<file path="src/rtl/silife_max7219.sv">
// silife_max7219
// Refreshes a 4x4 daisy chain of MAX7219 8x8 LED drivers that together show a
// 32x32 cell grid. One frame is 13 SPI transactions: four configuration
// transactions, one intensity transaction, then eight digit transactions that
// carry the grid rows. Each transaction shifts one 16-bit word per device,
// device 15 first, MSB first, in SPI mode 0 at clk/2.
//
// Ports
//   clk               system clock, rising edge
//   reset             synchronous active-high reset
//   i_cells[31:0]     cells of grid row o_row_select (bit n = column n),
//                     combinational from o_row_select
//   i_enable          refresh permitted
//   i_brightness[3:0] MAX7219 intensity value
//   i_reverse_columns mirror bit order inside each 8-column byte
//   i_serpentine      odd module rows are wired right-to-left
//   i_frame           frame-start request
//   o_cs              SPI chip select, active low
//   o_sck             SPI clock
//   o_mosi            SPI data
//   o_busy            frame in progress
//   o_row_select[4:0] registered grid row index for i_cells
//
// Handshake: a frame request is accepted on a rising edge where the FSM is in
// IDLE and i_enable && i_frame are both 1. o_busy goes high the following cycle
// and stays high until IDLE is re-entered; requests while busy are ignored.
module silife_max7219 (
    input  logic        clk,
    input  logic        reset,
    input  logic [31:0] i_cells,
    input  logic        i_enable,
    input  logic [3:0]  i_brightness,
    input  logic        i_reverse_columns,
    input  logic        i_serpentine,
    input  logic        i_frame,
    output logic        o_cs,
    output logic        o_sck,
    output logic        o_mosi,
    output logic        o_busy,
    output logic [4:0]  o_row_select
);

    typedef enum logic [1:0] {IDLE, LOAD, SHIFT, GAP} state_t;

    state_t      state, state_n;
    logic        phase, phase_n;        // 0: sck low half, 1: sck high half
    logic [3:0]  bit_cnt, bit_cnt_n;    // bit within the current word
    logic [3:0]  dev, dev_n;            // device whose word is in the shifter
    logic [3:0]  txn, txn_n;            // transaction index 0..12
    logic        gap_cnt, gap_cnt_n;    // two cycles of cs high between transactions
    logic [15:0] shreg, shreg_n;
    logic [4:0]  row, row_n;

    // Word for transaction t, device d. Digit data comes from i_cells, which
    // must already reflect the row for (t, d) when this is evaluated.
    function automatic logic [15:0] make_word(
        input logic [3:0]  t,
        input logic [3:0]  d,
        input logic [31:0] cells,
        input logic [3:0]  br,
        input logic        rev,
        input logic        serp
    );
        logic [1:0] c;
        logic [7:0] raw;
        logic [7:0] b;
        logic [3:0] k;
        // d[3:2] is the module row, d[1:0] the chain column; 3-mc == ~mc.
        c   = (serp && d[2]) ? ~d[1:0] : d[1:0];
        raw = cells[{c, 3'b000} +: 8];
        for (int j = 0; j < 8; j++) begin
            b[j] = rev ? raw[7-j] : raw[j];
        end
        k = t - 4'd4;
        case (t)
            4'd0:    make_word = 16'h0C01;
            4'd1:    make_word = 16'h0B07;
            4'd2:    make_word = 16'h0900;
            4'd3:    make_word = 16'h0F00;
            4'd4:    make_word = {8'h0A, 4'h0, br};
            default: make_word = {4'h0, k, b};
        endcase
    endfunction

    // Grid row needed by device d in transaction t (digit k = t-4 shows row
    // module_row*8 + k-1). Configuration transactions do not use the grid.
    function automatic logic [4:0] row_for(input logic [3:0] t, input logic [3:0] d);
        logic [3:0] km1;
        km1 = t - 4'd5;
        row_for = (t >= 4'd5) ? {d[3:2], km1[2:0]} : 5'd0;
    endfunction

    always_ff @(posedge clk) begin
        if (reset) begin
            state   <= IDLE;
            phase   <= 1'b0;
            bit_cnt <= 4'd0;
            dev     <= 4'd0;
            txn     <= 4'd0;
            gap_cnt <= 1'b0;
            shreg   <= 16'd0;
            row     <= 5'd0;
        end else begin
            state   <= state_n;
            phase   <= phase_n;
            bit_cnt <= bit_cnt_n;
            dev     <= dev_n;
            txn     <= txn_n;
            gap_cnt <= gap_cnt_n;
            shreg   <= shreg_n;
            row     <= row_n;
        end
    end

    // The row for the next word is always set when the current word is
    // loaded, so i_cells has settled long before it is sampled.
    always_comb begin
        state_n   = state;
        phase_n   = phase;
        bit_cnt_n = bit_cnt;
        dev_n     = dev;
        txn_n     = txn;
        gap_cnt_n = gap_cnt;
        shreg_n   = shreg;
        row_n     = row;
        case (state)
            IDLE: begin
                phase_n   = 1'b0;
                bit_cnt_n = 4'd0;
                gap_cnt_n = 1'b0;
                if (i_enable && i_frame) begin
                    state_n = LOAD;
                    txn_n   = 4'd0;
                    dev_n   = 4'd15;
                    row_n   = row_for(4'd0, 4'd15);
                end
            end
            LOAD: begin
                shreg_n   = make_word(txn, dev, i_cells, i_brightness,
                                      i_reverse_columns, i_serpentine);
                row_n     = row_for(txn, dev - 4'd1);
                phase_n   = 1'b0;
                bit_cnt_n = 4'd0;
                state_n   = SHIFT;
            end
            SHIFT: begin
                if (!phase) begin
                    phase_n = 1'b1;
                end else begin
                    phase_n   = 1'b0;
                    bit_cnt_n = bit_cnt + 4'd1;
                    shreg_n   = {shreg[14:0], 1'b0};
                    if (bit_cnt == 4'd15) begin
                        if (dev == 4'd0) begin
                            state_n   = GAP;
                            gap_cnt_n = 1'b0;
                            row_n     = row_for(txn + 4'd1, 4'd15);
                        end else begin
                            dev_n   = dev - 4'd1;
                            shreg_n = make_word(txn, dev - 4'd1, i_cells, i_brightness,
                                                i_reverse_columns, i_serpentine);
                            row_n   = row_for(txn, dev - 4'd2);
                        end
                    end
                end
            end
            GAP: begin
                if (!gap_cnt) begin
                    gap_cnt_n = 1'b1;
                end else if (txn == 4'd12 || !i_enable) begin
                    state_n = IDLE;
                end else begin
                    state_n   = SHIFT;
                    txn_n     = txn + 4'd1;
                    dev_n     = 4'd15;
                    phase_n   = 1'b0;
                    bit_cnt_n = 4'd0;
                    shreg_n   = make_word(txn + 4'd1, 4'd15, i_cells, i_brightness,
                                          i_reverse_columns, i_serpentine);
                    row_n     = row_for(txn + 4'd1, 4'd14);
                end
            end
            default: state_n = IDLE;
        endcase
    end

    assign o_cs         = (state != SHIFT);
    assign o_sck        = (state == SHIFT) && phase;
    assign o_mosi       = (state == SHIFT) && shreg[15];
    assign o_busy       = (state != IDLE);
    assign o_row_select = row;

endmodule

</file>
<file path="config.mk">
export PLATFORM = sky130hd
export DESIGN_NAME = silife_max7219
export DESIGN_NICKNAME = d
export VERILOG_FILES = /design/src/rtl/silife_max7219.sv
export SDC_FILE = /design/constraint.sdc
export NUM_CORES = 1
export LEC_CHECK = 0
export CAP_MARGIN = 20
export CORE_ASPECT_RATIO = 1.2
export CORE_UTILIZATION = 55
export CTS_CLUSTER_SIZE = 30
export DETAILED_ROUTE_END_ITERATION = 12
export GPL_TIMING_DRIVEN = 0
export HOLD_SLACK_MARGIN = 0.1
export PLACE_DENSITY = 0.87
export RECOVER_POWER = 25
export SYNTH_ARGS = -nofsm -noshare
export SYNTH_HDL_FRONTEND = slang
export SYNTH_SLANG_ARGS = --single-unit
</file>
<file path="constraint.sdc">
create_clock -name clk -period 3.7 [get_ports clk]
set_input_delay 0.74 -clock clk [delete_from_list [all_inputs] [get_ports clk]]
set_output_delay 0.74 -clock clk [all_outputs]
set_load 0.01 [all_outputs]
</file>
==> summary.md, run 1 <==
| Metric | Value |
|---|---|
| First-pass detailed-route iteration total | 5 |
| Final Wtd Congestion | 0.960 |
| EDFF count, synth | 0 |
| Number of global-route vias before repair | 4090 |
| Inserted Diodes | 0 |
| Post-synth top flop | dfxtp_1 |
| Tightest Pin Transition | 738 ps |
| Pin count of the biggest net entering global routing | 13 |
| Slew Limit Headroom | 0.507 |
| Ys async rst share | 0 |
| Post_cts resized | 0 |
| Port Buffer Count | 47 |
| Area leader, netlist | dfxtp_1 |
| Starting density of the core | 0.576 |
| Count of standard-cell rows | 33 |
| Max cap viols | 0 |
| Final setup vio count | 0 |
| Initial antenna violation count | 0 |
| Gate Count Post-Synth | 485 |
| Hold_buf cts | 0 |
| Leading cell type in the layout, fill and taps excluded | nor2_1 |
| Via count | 4271 |
| CTS Buf Count | 5 |
| Initial detailed-routing violation count | 415 |
| Peak VDD IR | 0.247 mV |
| Worst hold endpoint | o_row_select[4] |
| Synthesized area | 0.00400 mm^2 |
| Placed wire-length estimate | 9420 um |
| Fin nets | 596 |
| Residual DRC count | 0 |
| Final Max Slew Viols | 0 |
| Placed cell area | 0.00458 mm^2 |
| Avg Cell Area, Syn | 8.25 um^2 |
| Die span in x | 79.8 um |
| Hold Path Class | flip-flop to flip-flop |
| Final std cells w/o fill | 627 |
| Fin crit share | 0.905 |
| Global route overflow | 0 |
| Core ar. | 0.00694 mm^2 |
| Min-delay src | o_row_select[4] |
| Final-layout fill cell count | 586 |
| Outcome | finished clean |
| Ranking of synthesized cells by area | dfxtp_1 (19%), mux4_2 (13%), mux2i_1 (8.0%) |
| Clock Path Buffers | 2 |
| Final ANT Viol Nets | 0 |
| Startpoint types | flip-flop |
| Static leakage | 1.69 nW |
| Sequential share of the synthesized area | 0.185 |
| Worst R2R Start | txn[0] |
| Reg2reg setup slack | 360 ps |
| Crit path kind | flip-flop to primary output |
| Post-CTS Repair Setup Buffers | 0 |
| Total power | 0.00144 W |
| Die area | 0.00762 mm^2 |
| Path depth of the worst reg2reg path | 11 |
| Post-route cell area | 0.00471 mm^2 |
| Die Y | 95.4 um |
| Crit path DAT | 2610 ps |
| Final WL | 12400 um |
| DR WL/cell | 19.8 um |
| GR Util All Layers | 0.341 |
| CP max FO | 10 |
| Setup TNS Final | 0 ps |
| Most frequent cells in the layout | nor2_1 (48), nand2_1 (44), clkdlybuf4s50_1 (42) |
| Final Hold Viols | 0 |
| Area used by multi-input combinational logic | 0.00302 mm^2 |
| WP data required | 2960 ps |
| Vias per std cell | 6.81 |
| Top-area cell type share of the netlist area | 0.185 |
| Syn_nets | 542 |
| First-pass GRT wire length | 20000 um |
| Clock sinks | 37 |
| Clk_skew | 7.93 ps |
| Root Driver | clkbuf_8 |
| F_max | 299 MHz |
| Worst R2R End | shreg[1] |
| Area growth from synthesis to layout | 17.8% |
| Worst-Skew Late Latency | 300 ps |
| Worst hold path depth | 2 |
| Clock slew at reported path FFs | 80 ps |
| Number of synthesized register bits | 37 |
| P per Cell Area | 305 mW/mm^2 |
| Placed cells | 619 |
| Max H-tree Level | 2 |
| Syn. warnings | 0 |
| CTS tree | built |
| Setup crit end kind | primary output |
| Share of cells above drive strength 1 | 0.122 |
| RSZ-0062 raised after global routing | false |
| Min Tclk post-route | 3350 ps |
| Number of I/O pins | 51 |
| Register area | 741 um^2 |
| Post-synthesis cell type count | 59 |
## cell usage after synthesis, types with 2 or more instances
library cell,n
a311oi_1,2
mux2_2,15
nor3b_1,2
o21ai_0,36
a2111o_1,5
o31a_1,3
a32o_1,2
xnor2_1,4
nand2_1,44
nand3_1,14
and2_1,5
a31oi_1,14
nand4_1,5
nor2b_1,2
o2111ai_1,2
ha_1,15
buf_6,3
and2_0,2
a21oi_1,38
a211oi_1,9
mux4_1,2
a222oi_1,2
dfxtp_1,37
clkbuf_1,27
a2111oi_0,3
nor3_1,10
nand2b_1,2
inv_1,16
a21boi_1,2
nand2_4,2
mux2i_1,32
o211ai_1,4
mux4_2,23
a221o_1,2
nor2_1,48
a221oi_1,3
or2_2,2
buf_2,6
nor4_1,5
a22oi_1,4
o21a_1,8
and3_1,3
a32oi_1,4
## registers in the layout (all words and copies together), names as in the netlist
name / cells
state: 2
shreg: 16
dev: 4
txn: 4
bit_cnt: 4
phase: 1
o_row_select: 5
gap_cnt: 1
## critical path, cell delays in order (launching register included)
cell and delay (ps):
dfxtp_1 310, clkbuf_1 320, nor2b_1 90, clkbuf_1 280
inv_1 190, clkbuf_1 480, clkdlybuf4s50_1 650
## per-layer routing
| layer | part of all wire | vias up | track usage |
|---|---|---|---|
| li1 | - | 1952 | - |
| met1 | 0.39 | 1996 | 0.395 |
| met2 | 0.48 | 255 | 0.590 |
| met3 | 0.063 | 68 | 0.0450 |
| met4 | 0.060 | 0 | 0.214 |
| met5 | 0 | - | 0 |
## how the worst max path moves through the flow
stage	slack [ps]	start	to
finish	350	state[0]	o_cs
global route	90	txn[0]	shreg[1]
CTS	410	state[0]	o_cs
detailed placement	470	txn[0]	shreg[1]
global placement	520	txn[0]	shreg[1]
floorplan	1060	dev[0]	shreg[5]
## power breakdown
| part | switching, W | internal, W |
|---|---|---|
| clock | 0.000157 | 0.000268 |
| sequential | 0.00000989 | 0.000412 |
| combinational | 0.000309 | 0.000281 |
## area by class of cell
class	instances	area share
inverter	17	0.0135
clock buffer	5	0.0146
sequential	37	0.157
timing repair buffer	47	0.0998
buffer	37	0.0366
clock inverter	3	0.0138
multi-input combinational	394	0.641
tap	87	0.0231
## logic make-up (layout without fill, tap and decap cells)
logic type | Yosys count | count (layout) | share of synthesized area
AND/OR/NAND/NOR | 152 | 152 | 0.179
multiplexers | 72 | 72 | 0.265
buffers and inverters | 54 | 109 | 0.0591
adder cells (fa/ha/maj) | 15 | 15 | 0.0469
flip-flops | 37 | 37 | 0.185
XOR/XNOR | 5 | 5 | 0.0156
AO/OA/AOI/OAI | 150 | 150 | 0.249
## through the flow
stage,setup WS (ps),utilization,hold WS (ps)
3_5_place_dp,468,0.660,445
6_report,352,0.679,451
5_1_grt,87.8,0.679,478
4_1_cts,410,0.679,458
2_1_floorplan,1060,-,427
3_3_place_gp,524,0.660,440
(Power assumes the default switching activity.)
==> run 2: changes to the inputs <==
Settings changed: CORE_UTILIZATION 55 to 57, PLACE_DENSITY 0.87 to 0.9.
==> run 2 against run 1 <==
  * Critical path type unchanged
  * Clock power fell by 18%
  * Sequential power about the same
  * Clock-buffer cell count is the same
  * First-iteration DRC count fell by 1.4%
  * Critical endpoint unchanged
  * Non-clock buffer count unchanged
  * Power fell by 5.2%
  * Worst hold slack lost 1.6 ps
  * Setup slack got worse by 91 ps
  * Combinational power about the same
  * Sequential cell count is the same
  * Sequential share of layout area rose by 0.10 points
  * Core utilization increased by 0.79 points
==> summary.md, run 2 (synthesized netlist as in run 1, its figures left out) <==
| Metric | Value |
|---|---|
| Vias per std cell | 7.01 |
| Starting density of the core | 0.587 |
| Number of I/O pins | 51 |
| Area growth from synthesis to layout | 17.1% |
| Clock Path Buffers | 2 |
| Hold_buf cts | 0 |
| Die Y | 93.8 um |
| Initial detailed-routing violation count | 409 |
| RSZ-0062 raised after global routing | false |
| Hold Path Class | flip-flop to flip-flop |
| Max H-tree Level | 2 |
| CP max-delay cell | clkdlybuf4s50_1 |
| Pin count of the biggest net entering global routing | 13 |
| Post-route cell area | 0.00468 mm^2 |
| Delay-heaviest family, CP | buffers and inverters |
| Crit path DAT | 2700 ps |
| Worst hold path depth | 2 |
| Static leakage | 1.68 nW |
| Crit-path most repeated cell | clkbuf_1 |
| Post-CTS Repair Setup Buffers | 0 |
| CTS Buf Count | 5 |
| Most flop-heavy register | shreg |
| Count of standard-cell rows | 33 |
| Fin nets | 596 |
| Crit-path cells | clkbuf_1 > nor2b_1 > clkbuf_1 > inv_1 > clkbuf_1 > clkdlybuf4s50_1 |
| Clock slew at reported path FFs | 70 ps |
| First-pass detailed-route iteration total | 6 |
| Final Hold Viols | 0 |
| Port Buffer Count | 47 |
| Clock sinks | 37 |
| Setup crit end kind | primary output |
| Final-layout fill cell count | 590 |
| P per Cell Area | 291 mW/mm^2 |
| Slew Limit Headroom | 0.518 |
| Global route overflow | 0 |
| Initial antenna violation count | 0 |
| Levels on crit path | 6 |
| Number of global-route vias before repair | 4270 |
| Core ar. | 0.00681 mm^2 |
| DR WL/cell | 20.3 um |
| Final setup vio count | 0 |
| CP max FO | 10 |
| Tightest Pin Transition | 721 ps |
| Clk_skew | 10.4 ps |
| First-pass GRT wire length | 20800 um |
| Die area | 0.00736 mm^2 |
| Crit-path max cell delay | 650 ps |
| Final WL | 12700 um |
| Post-layout util | 0.687 |
| Final hold slack | 450 ps |
| Placed wire-length estimate | 9620 um |
| Final ANT Viol Nets | 0 |
| Via count | 4387 |
| Leading cell type in the layout, fill and taps excluded | nor2_1 |
| Placed cell area | 0.00458 mm^2 |
| Critical path buffers and inverters | 5 |
| Worst-Skew Late Latency | 300 ps |
| Outcome | finished clean |
| F_max | 291 MHz |
| Min Tclk post-route | 3440 ps |
| Crit path kind | flip-flop to primary output |
| Post_cts resized | 0 |
| Residual DRC count | 0 |
| Peak VDD IR | 0.276 mV |
| Most frequent cells in the layout | nor2_1 (48), nand2_1 (44), clkdlybuf4s50_1 (42) |
| Max reg flops | 16 |
| CTS tree | built |
| Path depth of the worst reg2reg path | 11 |
| Setup TNS Final | 0 ps |
| Inserted Diodes | 0 |
| Final Max Slew Viols | 0 |
| Max cap viols | 0 |
| Final Wtd Congestion | 0.965 |
| Root Driver | clkbuf_8 |
| Startpoint types | flip-flop |
| Share of cells above drive strength 1 | 0.121 |
| GR Util All Layers | 0.362 |
| Die span in x | 78.5 um |
| Fin crit share | 0.930 |
| WP data required | 2960 ps |
[run 2: cell count changes in the layout (fill, tap and decap cells not counted), sizes merged]
| cell | previous run | this run |
|---|---|---|
| bufinv | 2 | 1 |
[run 2: metal layers]
layer	wire length, um	up-vias	global-route usage
met5	0	-	0
li1	-	1957	-
met4	826	0	0.245
met3	869	81	0.0476
met2	6270	294	0.631
met1	4740	2055	0.409
[run 2: final timing paths]
kind                        start               to  slack (ps)
hold / removal    o_row_select[4]  o_row_select[4]         450
setup reg to reg           txn[0]         shreg[1]         430
setup / recovery         state[0]             o_cs         260
hold reg to reg   o_row_select[4]  o_row_select[4]         450
[run 2: worst reg2reg max path, stage by stage (launching register included)]
cell and delay (ps):
dfxtp_1 530, ha_1 200, clkbuf_1 320, xnor2_1 220, ha_1 370, o31ai_1 170
and2_1 160, clkbuf_1 210, a222oi_1 340, nor2_1 70, a2111oi_0 440, a31oi_1 120
[run 2: where the power goes]
| group | switching [W] | leakage [nW] | internal, W |
|---|---|---|---|
| combinational | 0.000310 | 1.32 | 0.000281 |
| sequential | 0.0000101 | 0.300 | 0.000412 |
| clock | 0.000153 | 0.0540 | 0.000196 |
| total | 0.000473 | 1.68 | 0.000890 |
[run 2: area by class of cell]
type,count,area [um^2],share of cell area
buffer,37,173,0.0369
timing repair buffer,47,470,0.100
inverter,17,63.8,0.0136
tap,87,109,0.0232
multi-input combinational,394,3020,0.645
clock inverter,2,35.0,0.00748
sequential,37,741,0.158
clock buffer,5,68.8,0.0147
[run 2: per-stage QoR]
step / instances / total power (W) / setup WS (ps)
5_1_grt: 626 / 0.00141 / 132
2_1_floorplan: 485 / 0.000845 / 1060
4_1_cts: 626 / 0.00135 / 348
3_5_place_dp: 619 / 0.00101 / 545
3_3_place_gp: 619 / 0.000984 / 549
6_report: 626 / 0.00136 / 260
